[src/rtl/mux_arb_pkg.sv]
// Shared types and constants for the round-robin mux arbiter.
package mux_arb_pkg;

    localparam int NREQ  = 4;
    localparam int IDX_W = 2;

    typedef enum logic {
        IDLE  = 1'b0,
        GRANT = 1'b1
    } arb_state_t;

endpackage

[src/rtl/rr_pick.sv]
// Combinational rotating priority encoder: first set request at or after ptr.
module rr_pick
    import mux_arb_pkg::*;
(
    input  logic [NREQ-1:0]  req,
    input  logic [IDX_W-1:0] ptr,
    output logic             valid,
    output logic [IDX_W-1:0] idx
);

    // Walk ptr, ptr+1, ... (wrapping) and latch onto the first active request
    always_comb begin
        logic [IDX_W-1:0] cand;
        valid = 1'b0;
        idx   = '0;
        cand  = '0;
        for (int unsigned k = 0; k < NREQ; k++) begin
            cand = ptr + IDX_W'(k);
            if (!valid && req[cand]) begin
                valid = 1'b1;
                idx   = cand;
            end
        end
    end

endmodule

[src/rtl/mux_rr_arbiter.sv]
// Round-robin arbiter for the shared 4:1 mux with a bounded grant hold time.
module mux_rr_arbiter
    import mux_arb_pkg::*;
#(
    parameter int MAX_HOLD = 15,
    parameter int CNT_W    = 8
) (
    input  logic            clk,
    input  logic            rst,
    input  logic [NREQ-1:0] req,
    input  logic            done,
    output logic [NREQ-1:0] gnt,
    output logic            s1,
    output logic            s0,
    output logic            busy,
    output logic            timeout
);

    arb_state_t       state, state_n;
    logic [IDX_W-1:0] ptr, ptr_n;
    logic [CNT_W-1:0] cnt, cnt_n;
    logic [NREQ-1:0]  gnt_n;
    logic [IDX_W-1:0] sel_n;
    logic             busy_n;
    logic             timeout_n;

    logic             pick_valid;
    logic [IDX_W-1:0] pick_idx;
    logic [IDX_W-1:0] owner;
    logic             hold_hit;

    // The select lines double as the owner index register
    assign owner    = {s1, s0};
    assign hold_hit = (cnt == CNT_W'(MAX_HOLD - 1));

    rr_pick u_pick (
        .req   (req),
        .ptr   (ptr),
        .valid (pick_valid),
        .idx   (pick_idx)
    );

    // Next-state and next-output logic for the IDLE/GRANT machine
    always_comb begin
        state_n   = state;
        ptr_n     = ptr;
        cnt_n     = cnt;
        gnt_n     = gnt;
        sel_n     = owner;
        busy_n    = busy;
        timeout_n = 1'b0;
        unique case (state)
            IDLE: begin
                if (pick_valid) begin
                    gnt_n           = '0;
                    gnt_n[pick_idx] = 1'b1;
                    sel_n           = pick_idx;
                    busy_n          = 1'b1;
                    cnt_n           = '0;
                    state_n         = GRANT;
                end
            end
            GRANT: begin
                if (done || !req[owner] || hold_hit) begin
                    gnt_n     = '0;
                    busy_n    = 1'b0;
                    ptr_n     = owner + IDX_W'(1);
                    state_n   = IDLE;
                    // Only a release forced purely by the hold limit counts as a timeout
                    timeout_n = hold_hit && !done && req[owner];
                end else begin
                    cnt_n = cnt + CNT_W'(1);
                end
            end
            default: state_n = IDLE;
        endcase
    end

    // State and registered outputs, synchronous reset
    always_ff @(posedge clk) begin
        if (rst) begin
            state   <= IDLE;
            ptr     <= '0;
            cnt     <= '0;
            gnt     <= '0;
            s1      <= 1'b0;
            s0      <= 1'b0;
            busy    <= 1'b0;
            timeout <= 1'b0;
        end else begin
            state   <= state_n;
            ptr     <= ptr_n;
            cnt     <= cnt_n;
            gnt     <= gnt_n;
            s1      <= sel_n[1];
            s0      <= sel_n[0];
            busy    <= busy_n;
            timeout <= timeout_n;
        end
    end

endmodule

[config.mk]
export PLATFORM = sky130hd
export DESIGN_NAME = mux_rr_arbiter
export DESIGN_NICKNAME = d
export VERILOG_FILES = /design/src/rtl/mux_arb_pkg.sv /design/src/rtl/rr_pick.sv /design/src/rtl/mux_rr_arbiter.sv
export SDC_FILE = /design/constraint.sdc
export NUM_CORES = 1
export LEC_CHECK = 0
export ABC_AREA = 1
export CAP_MARGIN = 20
export CORE_MARGIN = 2
export CORE_UTILIZATION = 60
export CTS_BUF_LIST = sky130_fd_sc_hd__clkbuf_2
export CTS_CLUSTER_DIAMETER = 100
export DETAILED_ROUTE_END_ITERATION = 6
export GPL_ROUTABILITY_DRIVEN = 1
export PLACE_DENSITY = 0.82
export SYNTH_ARGS = -nofsm -noshare
export SYNTH_HDL_FRONTEND = slang
export SYNTH_HIERARCHICAL = 1
export SYNTH_SLANG_ARGS = --single-unit
[constraint.sdc]
create_clock -name clk -period 3.45 [get_ports clk]
set_input_delay 0.5175 -clock clk [delete_from_list [all_inputs] [get_ports clk]]
set_output_delay 0.5175 -clock clk [all_outputs]
set_load 0.005 [all_outputs]
==> impl_summary.md, run 1 <==
Run status
The run finished with clean final reports.

Clock network
CTS built an H-tree with a depth of 1. After clock tree synthesis, the setup repair step added 0 buffers. In this run, CTS created clock tree buffers numbering 3. For this design, the sink count on the clock tree is 19.

The count of instances resized after the clock tree is built is 0. The number of buffers inserted by hold repair at cts is 0. The tree is rooted in a clkbuf_2. In this run the deepest clock path goes through 2 buffers. The clock latency reported for the late side of the worst-skew pair is 320 ps. The TritonCTS clock tree is yes. Clock-pin slew was measured on the worst setup and hold paths at 180 ps.

Synthesis
Of all cell types, the one taking the most synthesized area is dfxtp_1. In this run, synthesis produced a sequential element count of 19. Yosys mapped the design onto 29 distinct sky130hd cell types. The Yosys warning count is 6. The fraction of the yosys area taken by sequential cells is 28.87%.

Sorting the synthesized cells by area gives the leading types as dfxtp_1 (29%), nand2_1 (14%), nand3_1 (7.2%), inv_1 (6.8%), nand2_4 (6.0%). The number of nets in the synthesized netlist is 205. Counting flops with a built-in enable in the synthesized netlist gives 0.

The fraction of registers with async set or reset after synthesis is 0%. The summed instance area of the synthesized netlist is 0.001318 mm2. The average instance in the mapped netlist occupies 6.722 um2. The top flip-flop cell by instance count after synthesis is dfxtp_1. The most common cell in the netlist is nand2_1. After synthesis, the largest area contributor takes up 28.87% of total cell area.

The number of cells produced by synthesis is 196. Ranked by instance count, the synthesized netlist is headed by nand2_1 (49), inv_1 (24), dfxtp_1 (19), nand3_1 (19), nor2_1 (18).

Placed design
The count of buffers added on input and output ports is 14. Detailed placement finished with a half-perimeter wire length of 2.124 mm. At the end of routability-driven placement, the weighted congestion stood at 0.9629.

Final layout
The share of post-route cells with drive strength above 1 is 18.01%. The net count reported at finish is 221. The count of inserted antenna diode cells is 0.

The filler cell count is 168. From synthesis to final layout, the design area changed by 13.01%.

Floorplan
The region available for standard cell placement spans 0.002022 mm2. The die area is 0.002587 mm2. The die span in y is 50.86 um.

The number of placement rows is 16. The number of top-level pins is 15. The x dimension of the die is 50.86 um. The effective utilization at floorplan is 65.16%.

Power
The highest ir drop seen on vdd is 0.0005049 V. The reported leakage power is 0.0006688 uW. In this run the power density over the cells is 639.1 mW/mm2.

The post-route total power is 951.5 uW.

Drt
Dividing the detail-routed wire length by the instance count gives 11.46 um. The via density per instance is 5.197. Detailed routing placed a total of 1.270 mm of wire on met2. The detail route stage leaves a number of antenna-violating nets equal to 0. The first detailed-routing pass took 4 iterations. The wire length reported by the detailed router is 2.727 mm. The met3 routed wirelength is 128 um. The number of violations reported at the end of detailed-routing iteration 0 is 42. The number of remaining DRC errors is 0. The topmost layer with routed signal wires is met4. Detailed routing inserted a total of 1,237 vias. The met1 wire length is 1.305 mm.

Setup path
For the worst setup path, the data required time is 3710 ps. In this run the critical register-to-register path is launched from ptr[0]. The critical path is of the reg2reg type.

The count of cells along the worst register-to-register path is 10. The endpoint of the most critical register-to-register path is gnt[2]. STA classifies the critical path startpoint as a flip-flop. At the worst endpoint, the arrival time is 2370 ps.

The setup check on the worst reg-to-reg path leaves a slack of 1330 ps. STA classifies the critical path endpoint as a flip-flop. The largest driver fanout on the critical path is 15.

STA
Of the available clock period, the critical path in the final layout requires 61.40%. Setup repair after global routing left no endpoint under its margin. The slew of the pin with the lowest slew margin is 497.9 ps.

Between clock sinks in the finished design, the worst skew comes to 10.86 ps. The clock period could shrink to 2118 ps. Across all hold checks on the routed design, the worst slack comes to 499.5 ps. The total negative slack is 0 ps. The number of max-slew violations in the final report is 0. The relative slew slack is 66.76%. The number of setup violations in the final report is 0. Static timing analysis puts the maximum clock frequency at 0.4721 GHz. The final hold violation count was 0.

Global routing
The initial antenna violation count came to 0. The global route total overflow is 0. The via count of the first global-routing pass is 1,144.

Entering global routing, the biggest net connects 16 pins. Global routing consumed, over all layers together, 24.33% of the routing resources. The wire length of the first global-routing pass is 4.878 mm.

Flow run
The number of maximum-capacitance violations is 0.

Hold path
The worst hold path stage count is 2. The type of the worst min-delay path is reg2reg. The worst hold endpoint is gnt[0]. In this run the most critical hold path is launched from gnt[0].
[cell usage in the layout, fill, tap and decap left out, types with 2 or more instances in the layout]
master,n
nor2_1,18
nor2_4,2
a21oi_1,13
nand3_1,19
dfxtp_1,19
xor2_1,2
nand3_2,5
clkdlybuf4s50_1,14
nand2_1,49
clkbuf_2,3
nand2_4,7
o21ai_0,5
inv_2,5
inv_1,24
nand2_2,11
ha_1,2
[where the power goes]
part	switching, uW	total, uW	internal (uW)
clock network	73.6	99.8	26.3
registers	61.8	331	269
logic	314	521	207
total	449	952	502
[cells by family after synthesis]
logic type      after synthesis  share of synthesized area (%)
xor+xnor                      3                          1.995
buf+inv                      32                          9.972
compound gates               21                          8.452
simple gates                119                          48.81
fa+ha+maj                     2                          1.899
flops                        19                          28.87
[how the worst max path moves through the flow]
stage	startpoint	endpoint	slack (ps)
after floorplan	ptr[0]	gnt[2]	1860
after global placement	req[1]	gnt[2]	1180
after detailed placement	req[1]	gnt[2]	1120
after CTS	ptr[0]	gnt[2]	1350
after global routing	ptr[0]	gnt[2]	1150
final	ptr[0]	gnt[2]	1330
[stage by stage]
stage          cell area [um2]  setup slack (ps)  std cells  util (%)
6_report                  1489              1332        238     73.64
5_1_grt                   1489              1148        238     73.64
4_1_cts                   1489              1348        238     73.64
3_5_place_dp              1469              1118        234     72.65
3_3_place_gp              1469              1179        234     72.65
2_1_floorplan             1318              1865        196         -
[sequential cells by signal (all words and copies together) (netlist names)]
signal   cells
state        1
cnt          8
s1           1
s0           1
busy         1
ptr          2
timeout      1
gnt          4
[critical path, cell delays in order (launching register included)]
cell	delay, ps
dfxtp_1	670
inv_2	180
nand2_4	120
nand2_4	60
o21ai_1	190
nand3b_1	180
nand2_4	140
inv_2	100
nand2_1	60
or2_1	200
a21oi_1	150
[area by class of cell]
class | count | area [um2] | area share [%]
Multi-Input combinational cell | 145 | 805.8 | 54.12
Sequential cell | 19 | 380.4 | 25.55
Timing Repair Buffer | 14 | 140.1 | 9.412
Inverter | 29 | 108.9 | 7.311
Tap cell | 27 | 33.78 | 2.269
Clock buffer | 3 | 15.01 | 1.008
Clock inverter | 1 | 5.005 | 0.3361
[routing by layer]
metal	vias to the layer above	track usage, %
li1	650	-
met1	551	32.16
met2	32	41.01
met3	4	4.386
met4	0	6.306
met5	-	0
Power figures use the tool's default switching activity.
==> run 2, diff against run 1 <==
--- a/config.mk
+++ b/config.mk
@@ -8,12 +8,12 @@
 export ABC_AREA = 1
 export CAP_MARGIN = 20
 export CORE_MARGIN = 2
-export CORE_UTILIZATION = 60
+export CORE_UTILIZATION = 58
 export CTS_BUF_LIST = sky130_fd_sc_hd__clkbuf_2
 export CTS_CLUSTER_DIAMETER = 100
 export DETAILED_ROUTE_END_ITERATION = 6
 export GPL_ROUTABILITY_DRIVEN = 1
-export PLACE_DENSITY = 0.82
+export PLACE_DENSITY = 0.8
 export SYNTH_ARGS = -nofsm -noshare
 export SYNTH_HDL_FRONTEND = slang
 export SYNTH_HIERARCHICAL = 1
==> constraint.sdc (replaced) <==
create_clock -name clk -period 2 [get_ports clk]
set_input_delay 0.3 -clock clk [delete_from_list [all_inputs] [get_ports clk]]
set_output_delay 0.3 -clock clk [all_outputs]
set_load 0.005 [all_outputs]
==> impl_summary.md, run 2 (synthesis results as in run 1) <==
Power
The highest ir drop seen on vdd is 0.0007928 V (+57%). The power density of the placed cells came to 1120 mW/mm2 (+75%). The reported leakage power is 0.0006989 uW (+4.5%).

STA
The slew of the pin with the lowest slew margin is 310.6 ps (-187.2 ps). The clock skew after layout is 8.141 ps (-2.719 ps). The final hold violation count is 0 (unchanged). The final hold slack is 493.3 ps (-6.189 ps). Setup repair after global routing left no endpoint under its margin. The post-route clock period utilization is 89.58% (+28 points). The maximum clock rate is 0.5582 GHz (+18%). The relative slew slack was 79.26% (+13 points). The clock period minus worst slack was 1792 ps (-326.7 ps). The number of max-slew violations in the final report is 0 (unchanged). The number of setup violations in the final report is 0 (unchanged). The total negative slack is 0 ps (unchanged).

Final layout
The count of inserted antenna diode cells is 0 (unchanged). From synthesis to final layout, the design area changed by 16.62%. The register with the most flip-flops is cnt. The number of flip-flops in the largest register was 8 (unchanged).

The commonest non-fill, non-tap cell in the layout is nand2_1. The net count reported at finish is 227 (+2.7%). The share of post-route cells with drive strength above 1 was 20.74% (+2.7 points). The library cells used most frequently in the layout, excluding fill and tap cells, are nand2_1 (49), inv_1 (24), nand3_1 (19), nor2_1 (18), dfxtp_1 (18). In the final layout, the registers with the most flip-flops are cnt: 8 flops, gnt: 4 flops, ptr: 2 flops. The filler cell count came to 202 (+20%).

Hold path
In this run the most critical hold path is launched from gnt[1]. The type of the worst min-delay path is reg2reg. The worst hold path stage count was 2 (unchanged). The worst hold endpoint is gnt[1].

Placed design
The quantity of I/O buffers inserted on ports is 14 (unchanged). The routability congestion estimate from global placement was 0.9046 (-6.1%). The half-perimeter wire length after detailed placement is 2.327 mm (+9.6%).

Setup path
The endpoint of the most critical register-to-register path is gnt[2]. The worst setup path is captured at a flip-flop. The minimum setup slack among reg-to-reg paths was 210 ps (-1120 ps). The startpoint of the worst-slack reg-to-reg timing path is ptr[0]. The count of cells along the worst register-to-register path came to 11 (+1). The largest driver fanout on the critical path is 9 (-6).

The worst setup path is launched from a flip-flop. The endpoint arrival time on the critical path was 2060 ps (-310 ps). The data required time of the worst path is 2270 ps (-1440 ps). The critical path class is reg2reg.

Global routing
The global-route usage over all layers is 26.29% (+2.0 points). The maximum number of pins on one net before global-route repair is 12 (-4). The global route total overflow came to 0 (unchanged). The via count of the first global-routing pass is 1,253 (+9.5%). The initial antenna violation count came to 0 (unchanged). The wire length of the first global-routing pass came to 5.306 mm (+8.8%).

Floorplan
The effective utilization at floorplan came to 60.73% (-4.4 points). The x dimension of the die is 51.66 um (+1.6%). The number of placement rows came to 17 (+1). The number of top-level pins is 15 (unchanged). The die area came to 0.002669 mm2 (+3.2%). The core area came to 0.002170 mm2 (+7.3%). The die span in y is 51.66 um (+1.6%).

Run status
The run finished with clean final reports.

Drt
The number of remaining DRC errors is 0 (unchanged). The average wire per standard cell came to 11.83 um (+3.2%). The via density per instance is 5.241 (+0.83%). The number of violations reported at the end of detailed-routing iteration 0 was 51 (+21%).

The post-route antenna net violation count was 0 (unchanged). The count of TritonRoute iterations in the first routing pass is 5 (+1). The wire length reported by the detailed router was 2.898 mm (+6.3%). The number of vias after detailed routing is 1,284 (+3.8%).

Clock network
The clock net sink count is 19 (unchanged). The clock latency reported for the late side of the worst-skew pair is 330 ps (about the same). The number of levels in the clock H-tree came to 1 (unchanged). The TritonCTS clock tree is yes. The clock-pin slew of the registers on the worst-case setup and hold paths is 180 ps (about the same).

The count of instances resized after the clock tree is built is 0 (unchanged). The number of buffers inserted by hold repair at cts is 0 (unchanged). The CTS buffer count is 3 (unchanged). The number of buffers inserted by post-CTS setup repair came to 0 (unchanged). The maximum buffer depth of the clock tree was 2 (unchanged). The root buffer cell chosen for the clock tree is clkbuf_2.

Flow run
The number of maximum-capacitance violations is 0 (unchanged).
==> run 2: critical path, cell delays in order (launching register included) <==
cell and delay [ps]:
dfxtp_2 480, inv_2 130, nand2_1 90, nand2_2 70, nand2_2 90, nand2_2 70
nor2_4 120, nand4_1 90, nand3_1 150, nand2_1 90, or2_1 210, a21oi_1 140
==> run 2: worst max-delay path by stage <==
stage | start | endpoint | slack (ps) | cells past startpoint
after floorplan | ptr[0] | gnt[2] | 410 | 11
after global placement | req[2] | gnt[2] | 40 | 12
after detailed placement | req[2] | gnt[2] | -40 | 12
after CTS | ptr[0] | gnt[2] | 60 | 11
after global routing | ptr[0] | gnt[2] | 40 | 11
final | ptr[0] | gnt[2] | 210 | 11
==> run 2: final cells by class <==
type	count	area (um2)	share of cell area, %
clock inverters	1	5.005	0.3257
flip-flops and latches	19	381.6	24.84
clock buffers	3	15.01	0.9772
well taps	28	35.03	2.280
multi-input cells	145	805.8	52.44
inverters	29	108.9	7.085
repair buffers	20	185.2	12.05
==> run 2: through the flow <==
step           worst slack, ps  utilization (%)  power (uW)  cells  instance area (um2)
2_1_floorplan            414.5                -        1252    196                 1318
3_3_place_gp             44.81            69.84        1520    241                 1515
3_5_place_dp            -35.60            69.84        1553    241                 1515
4_1_cts                  61.98            70.76        1724    245                 1535
5_1_grt                  42.45            70.82        1888    245                 1536
6_report                 208.5            70.82        1721    245                 1536
==> run 2: layer usage <==
layer / global-route usage [%] / vias up / share of wire [%]
li1: - / 663 / -
met1: 32.44 / 576 / 45
met2: 44.87 / 41 / 48
met3: 6.322 / 4 / 5.4
met4: 8.333 / 0 / 1.2
met5: 0 / - / 0
==> run 2: power by group <==
group | internal [uW] | switching [uW] | total (uW) | leakage (uW)
Sequential | 465 | 107 | 572 | 0.000156
Combinational | 410 | 568 | 978 | 0.000527
Clock | 45.3 | 125 | 171 | 0.0000164
Total | 921 | 800 | 1720 | 0.000699
==> RTL edit 1, RTL diff (config.mk and constraints of run 2) <==
Set the parameter `CNT_W` to 12 (it was 8).
--- a/src/rtl/mux_rr_arbiter.sv
+++ b/src/rtl/mux_rr_arbiter.sv
@@ -3,7 +3,7 @@
     import mux_arb_pkg::*;
 #(
     parameter int MAX_HOLD = 15,
-    parameter int CNT_W    = 8
+    parameter int CNT_W    = 12
 ) (
     input  logic            clk,
     input  logic            rst,
Check against the original RTL: no difference found for any inputs over 10 cycles, from zero or initial values and one cycle with rst high; that may be too few to reach the edited logic, so the function may still have changed.
==> RTL edit 1 against run 2 <==
  * Design area grew 17%
  * Critical path type unchanged
  * Synthesized area grew 19%
  * Sequential power grew 3.8%
  * Power shrank 3.9%
  * First-iteration DRC count grew 65%
  * Sequential cell count grew 4
  * Cell count grew 19%
  * Wire length grew 11%
  * Critical endpoint is now gnt[0]$_SDFFE_PP0P_
  * Clock power grew 12%
  * Setup slack lost 0.0029 ns
==> RTL edit 1: results (changes against run 2) <==
first-pass GRT wire length=5899 µm (was 5306 µm); Worst Path Buf+Inv=2 (was 1); Buffers on Ports=14 (unchanged); fill cell count=236 (was 202); Leakage=0.7956 nW (was 0.6989 nW); routed len/inst=11.07 µm (was 11.83 µm); sequential area share after synthesis=0.2925 (was 0.2887); syn_nets=249 (was 205); post-CTS sizing=0 (unchanged); Tot GR Track Use=0.2309 (was 0.2629); root buffer cell=clkbuf_2 (unchanged); TritonRoute pass-1 iters=4 (was 5); Slowest cell on crit path=dfxtp_1 (was dfxtp_2); nets=271 (was 227); Largest regs=cnt: 12 flops, gnt: 4 flops, ptr: 2 flops (was cnt: 8 flops, gnt: 4 flops, ptr: 2 flops); Synth warnings=6 (unchanged); layout cells sized above 1=0.2146 (was 0.2074); asr flop ratio synth=0 (unchanged); Vias/cell=5.034 (was 5.241); initial antenna violation count=0 (unchanged); worst min-delay path class=flop to flop (unchanged); ANT cells=0 (unchanged); delay-heaviest family, CP=simple AND/OR/NAND/NOR gates (unchanged); Layout Skew=0.005270 ns (was 0.008141 ns); CP Data Arrival Time=2.08 ns (was 2.06 ns); Initial DRC Count=84 (was 51); Post-Layout Inst Area=1800 µm² (was 1536 µm²); Worst VDD drop=0.7137 mV (was 0.7928 mV); routability cong.=0.8927 (was 0.9046); Yosys cell types=27 (was 29); H-tree levels=1 (unchanged); Num CTS Buffers=3 (unchanged); Main synth FF type=dfxtp_1 (unchanged); Pins Over Slew Limit=0 (unchanged); max-slew headroom at the worst pin=0.8098 (was 0.7926); clk_lat worst skew=0.33 ns (about the same); Post-synth top cells=nand2_1 (63), inv_1 (27), nand3_1 (27), dfxtp_1 (23), nor2_1 (19) (was nand2_1 (49), inv_1 (24), dfxtp_1 (19), nand3_1 (19), nor2_1 (18)); clk buf depth=2 (unchanged); hpwl dp=2588 µm (was 2327 µm); vias in the first global route=1397 (was 1253); Place WS=-0.007452 ns (was -0.03560 ns); clock-pin slew on the worst setup and hold paths=0.21 ns (was 0.18 ns); largest net degree at the start of global routing=18 (was 12); synth top area cells=dfxtp_1 (29%), nand2_1 (15%), nand3_1 (8.6%) (was dfxtp_1 (29%), nand2_1 (14%), nand3_1 (7.2%)); Slowest Stage Delay on Critical Path=0.49 ns; setup bufs post-CTS=0 (unchanged); status=finished clean (unchanged); Max FO, Critical Path=11 (was 9)
RTL edit 1: cell types whose count changed after synthesis, moves of 2 or more:
cell     delta
nand3_1     +8
a21oi_2     +2
nand2_2     +7
xor2_1      +2
nand2_4     -3
dfxtp_1     +4
nand2_1    +14
inv_1       +3
nor2_2      +5
RTL edit 1: final cells by class:
type	count	area share
multi-input combinational	181	0.5386
sequential	23	0.2557
timing repair buffer	21	0.1070
inverter	32	0.06671
tap	30	0.02085
clock buffer	4	0.01112
RTL edit 1: path summary, 6_finish.rpt:
kind	from	end	slack [ns]	cells after the start
setup / recovery	ptr[0]$_SDFFE_PP0P_	gnt[0]$_SDFFE_PP0P_	0.21	11
hold / removal	cnt[10]$_SDFFE_PP0P_	cnt[10]$_SDFFE_PP0P_	0.47	2
setup reg to reg	ptr[0]$_SDFFE_PP0P_	gnt[0]$_SDFFE_PP0P_	0.21	11
hold reg to reg	cnt[10]$_SDFFE_PP0P_	cnt[10]$_SDFFE_PP0P_	0.47	2
RTL edit 1: layer usage:
metal,global-route usage,share of wire,up-vias
li1,-,-,802
met1,0.3343,0.52,642
met2,0.3630,0.44,17
met3,0.02791,0.032,4
met4,0.06122,0.0090,0
met5,0,0,-
RTL edit 1: kinds of logic after synthesis:
logic type               after synthesis  synth area share
flip-flops                            23            0.2925
AND/OR/NAND/NOR                      153            0.4976
XOR/XNOR                               4           0.02226
AO/OA/AOI/OAI                         22           0.08029
buffers and inverters                 36           0.09142
adder cells (fa/ha/maj)                2           0.01590
RTL edit 1: per-stage QoR:
step	hold slack, ns	power [mW]	cells	TNS (ns)
after global placement	0.4338	1.455	287	0
final	0.4698	1.653	291	0
after detailed placement	0.4456	1.467	287	-0.009571
after CTS	0.4707	1.659	291	0
after global routing	0.5168	1.791	291	0
after floorplan	0.4188	1.193	240	0
RTL edit 1: report_power, final:
| group | internal (mW) | leakage, nW | switching, mW |
|---|---|---|---|
| clock network | 0.0529 | 0.0166 | 0.139 |
| registers | 0.525 | 0.187 | 0.0684 |
| logic | 0.349 | 0.592 | 0.519 |
RTL edit 1: worst register-to-register path, cell delays in order (launching register included):
cell,delay (ns)
dfxtp_1,0.49
inv_2,0.13
nand2_1,0.10
nand2_2,0.07
nand2_2,0.09
nand2_2,0.06
nor2_4,0.12
nand3b_1,0.11
nand2_2,0.21
buf_4,0.17
nand3_1,0.07
a21oi_1,0.13
==> RTL edit 2, RTL diff (settings of run 2) <==
Without the edit above. Reset style: asynchronous (`rst`), changed in one clocked block. Comments in the files are not updated.
--- a/src/rtl/mux_rr_arbiter.sv
+++ b/src/rtl/mux_rr_arbiter.sv
@@ -77,7 +77,7 @@
     end
 
     // State and registered outputs, synchronous reset
-    always_ff @(posedge clk) begin
+    always_ff @(posedge clk or posedge rst) begin
         if (rst) begin
             state   <= IDLE;
             ptr     <= '0;
Function: differs if rst is asserted again (counterexample within 4 cycles, from zero or initial values and one cycle with rst high); with rst held inactive, the same outputs for 10 cycles.
==> RTL edit 2 against run 2 <==
  * Design area fell by 0.65%
  * Core utilization fell by 1.1 points
  * Synthesized area rose by 0.57%
  * Setup slack improved by 0.023 ns
  * Wire length rose by 0.31%
  * Power rose by 24%
  * Sequential power rose by 8.7%
  * Non-clock buffer count fell by 3
  * Sequential cell count did not move
  * Largest power group unchanged
==> RTL edit 2: results (changes against run 2) <==
Routed WL=2907 µm (was 2898 µm); Main synth FF type=dfrtp_1 (was dfxtp_1); NonClk Buf Share=0.1066 (was 0.1205); layout cells sized above 1=0.1814 (was 0.2074); non-clock inverter count=27 (was 29); Core Util, Final=0.6967 (was 0.7082); Yosys cell types=24 (was 29); largest net degree at the start of global routing=20 (was 12); Tot GR Track Use=0.2631 (was 0.2629); syn_nets=194 (was 205); Leakage=0.8155 nW (was 0.6989 nW); number of synthesized flops with an enable pin=0 (unchanged); vias in the first global route=1198 (was 1253); ClkCell Share=0.01311 (was 0.01303); Psw=1.093 mW (was 0.7999 mW); Seq group=0.622 mW (was 0.572 mW); worst min-delay path class=primary input to asynchronous set/reset pin (was flop to flop); multi-input gates=137 (was 145); routability cong.=0.9701 (was 0.9046); hpwl dp=2288 µm (was 2327 µm); core area=2191 µm² (was 2170 µm²); fill cell count=183 (was 202); Slowest cell on crit path=dfrtp_1 (was dfxtp_2); Layout Skew=0.02262 ns (was 0.008141 ns); r2r startpoint=ptr[0]$_DFFE_PP0P_ (was ptr[0]$_SDFFE_PP0P_); Multi-input gate area=729.5 µm² (was 805.8 µm²); Worst VDD drop=0.9027 mV (was 0.7928 mV); reg2reg path depth=10 (was 11); Max FO, Critical Path=7 (was 9); nets=214 (was 227); CP Data Arrival Time=1.98 ns (was 2.06 ns); Worst R2R Setup Slack=0.23 ns (was 0.21 ns); Post-DP Area=1506 µm² (was 1515 µm²); max-slew headroom at the worst pin=0.5285 (was 0.7926); clock-pin slew on the worst setup and hold paths=0.20 ns (was 0.18 ns); asr flop ratio synth=1.000 (was 0); first-pass GRT wire length=5154 µm (was 5306 µm); Post-synth top cells=nand2_1 (60), inv_1 (23), nand3_1 (23), dfrtp_1 (19), nand2_2 (13) (was nand2_1 (49), inv_1 (24), dfxtp_1 (19), nand3_1 (19), nor2_1 (18)); FF+latch area=475.5 µm² (was 381.6 µm²); TritonRoute pass-1 iters=4 (was 5); Vias=1253 (was 1284); Initial DRC Count=34 (was 51); sequential area share after synthesis=0.3588 (was 0.2887); crit path to=cnt[6]$_DFFE_PP0P_ (was gnt[2]$_SDFFE_PP0P_); status=finished clean (unchanged); non-clock buffer count=17 (was 20)
[RTL edit 2: kinds of logic after synthesis]
| family | after synthesis | synth area share |
|---|---|---|
| AOI/OAI and AO/OA | 7 | 0.02643 |
| buffers and inverters | 29 | 0.09065 |
| DFF | 19 | 0.3588 |
| and+or+nand+nor | 124 | 0.4788 |
| xor gates and xnor gates | 4 | 0.02644 |
| adders and majority gates | 2 | 0.01888 |
[RTL edit 2: through the flow]
stage / cells / total power, mW / worst slack, ns / hold WS [ns]
detailed placement: 228 / 1.954 / 0.04628 / 0.4790
floorplan: 185 / 1.592 / 0.4223 / 0.2511
global placement: 228 / 1.887 / 0.1377 / 0.4601
finish: 232 / 2.134 / 0.2319 / 0.3588
global route: 232 / 2.334 / 0.06178 / 0.4253
CTS: 232 / 2.127 / 0.2446 / 0.3871
[RTL edit 2: metal layers]
metal	part of all wire	up-vias	track usage
met5	0	-	0
met4	0.022	0	0.1009
met3	0.062	9	0.04023
met2	0.49	51	0.4679
met1	0.42	578	0.3189
li1	-	615	-
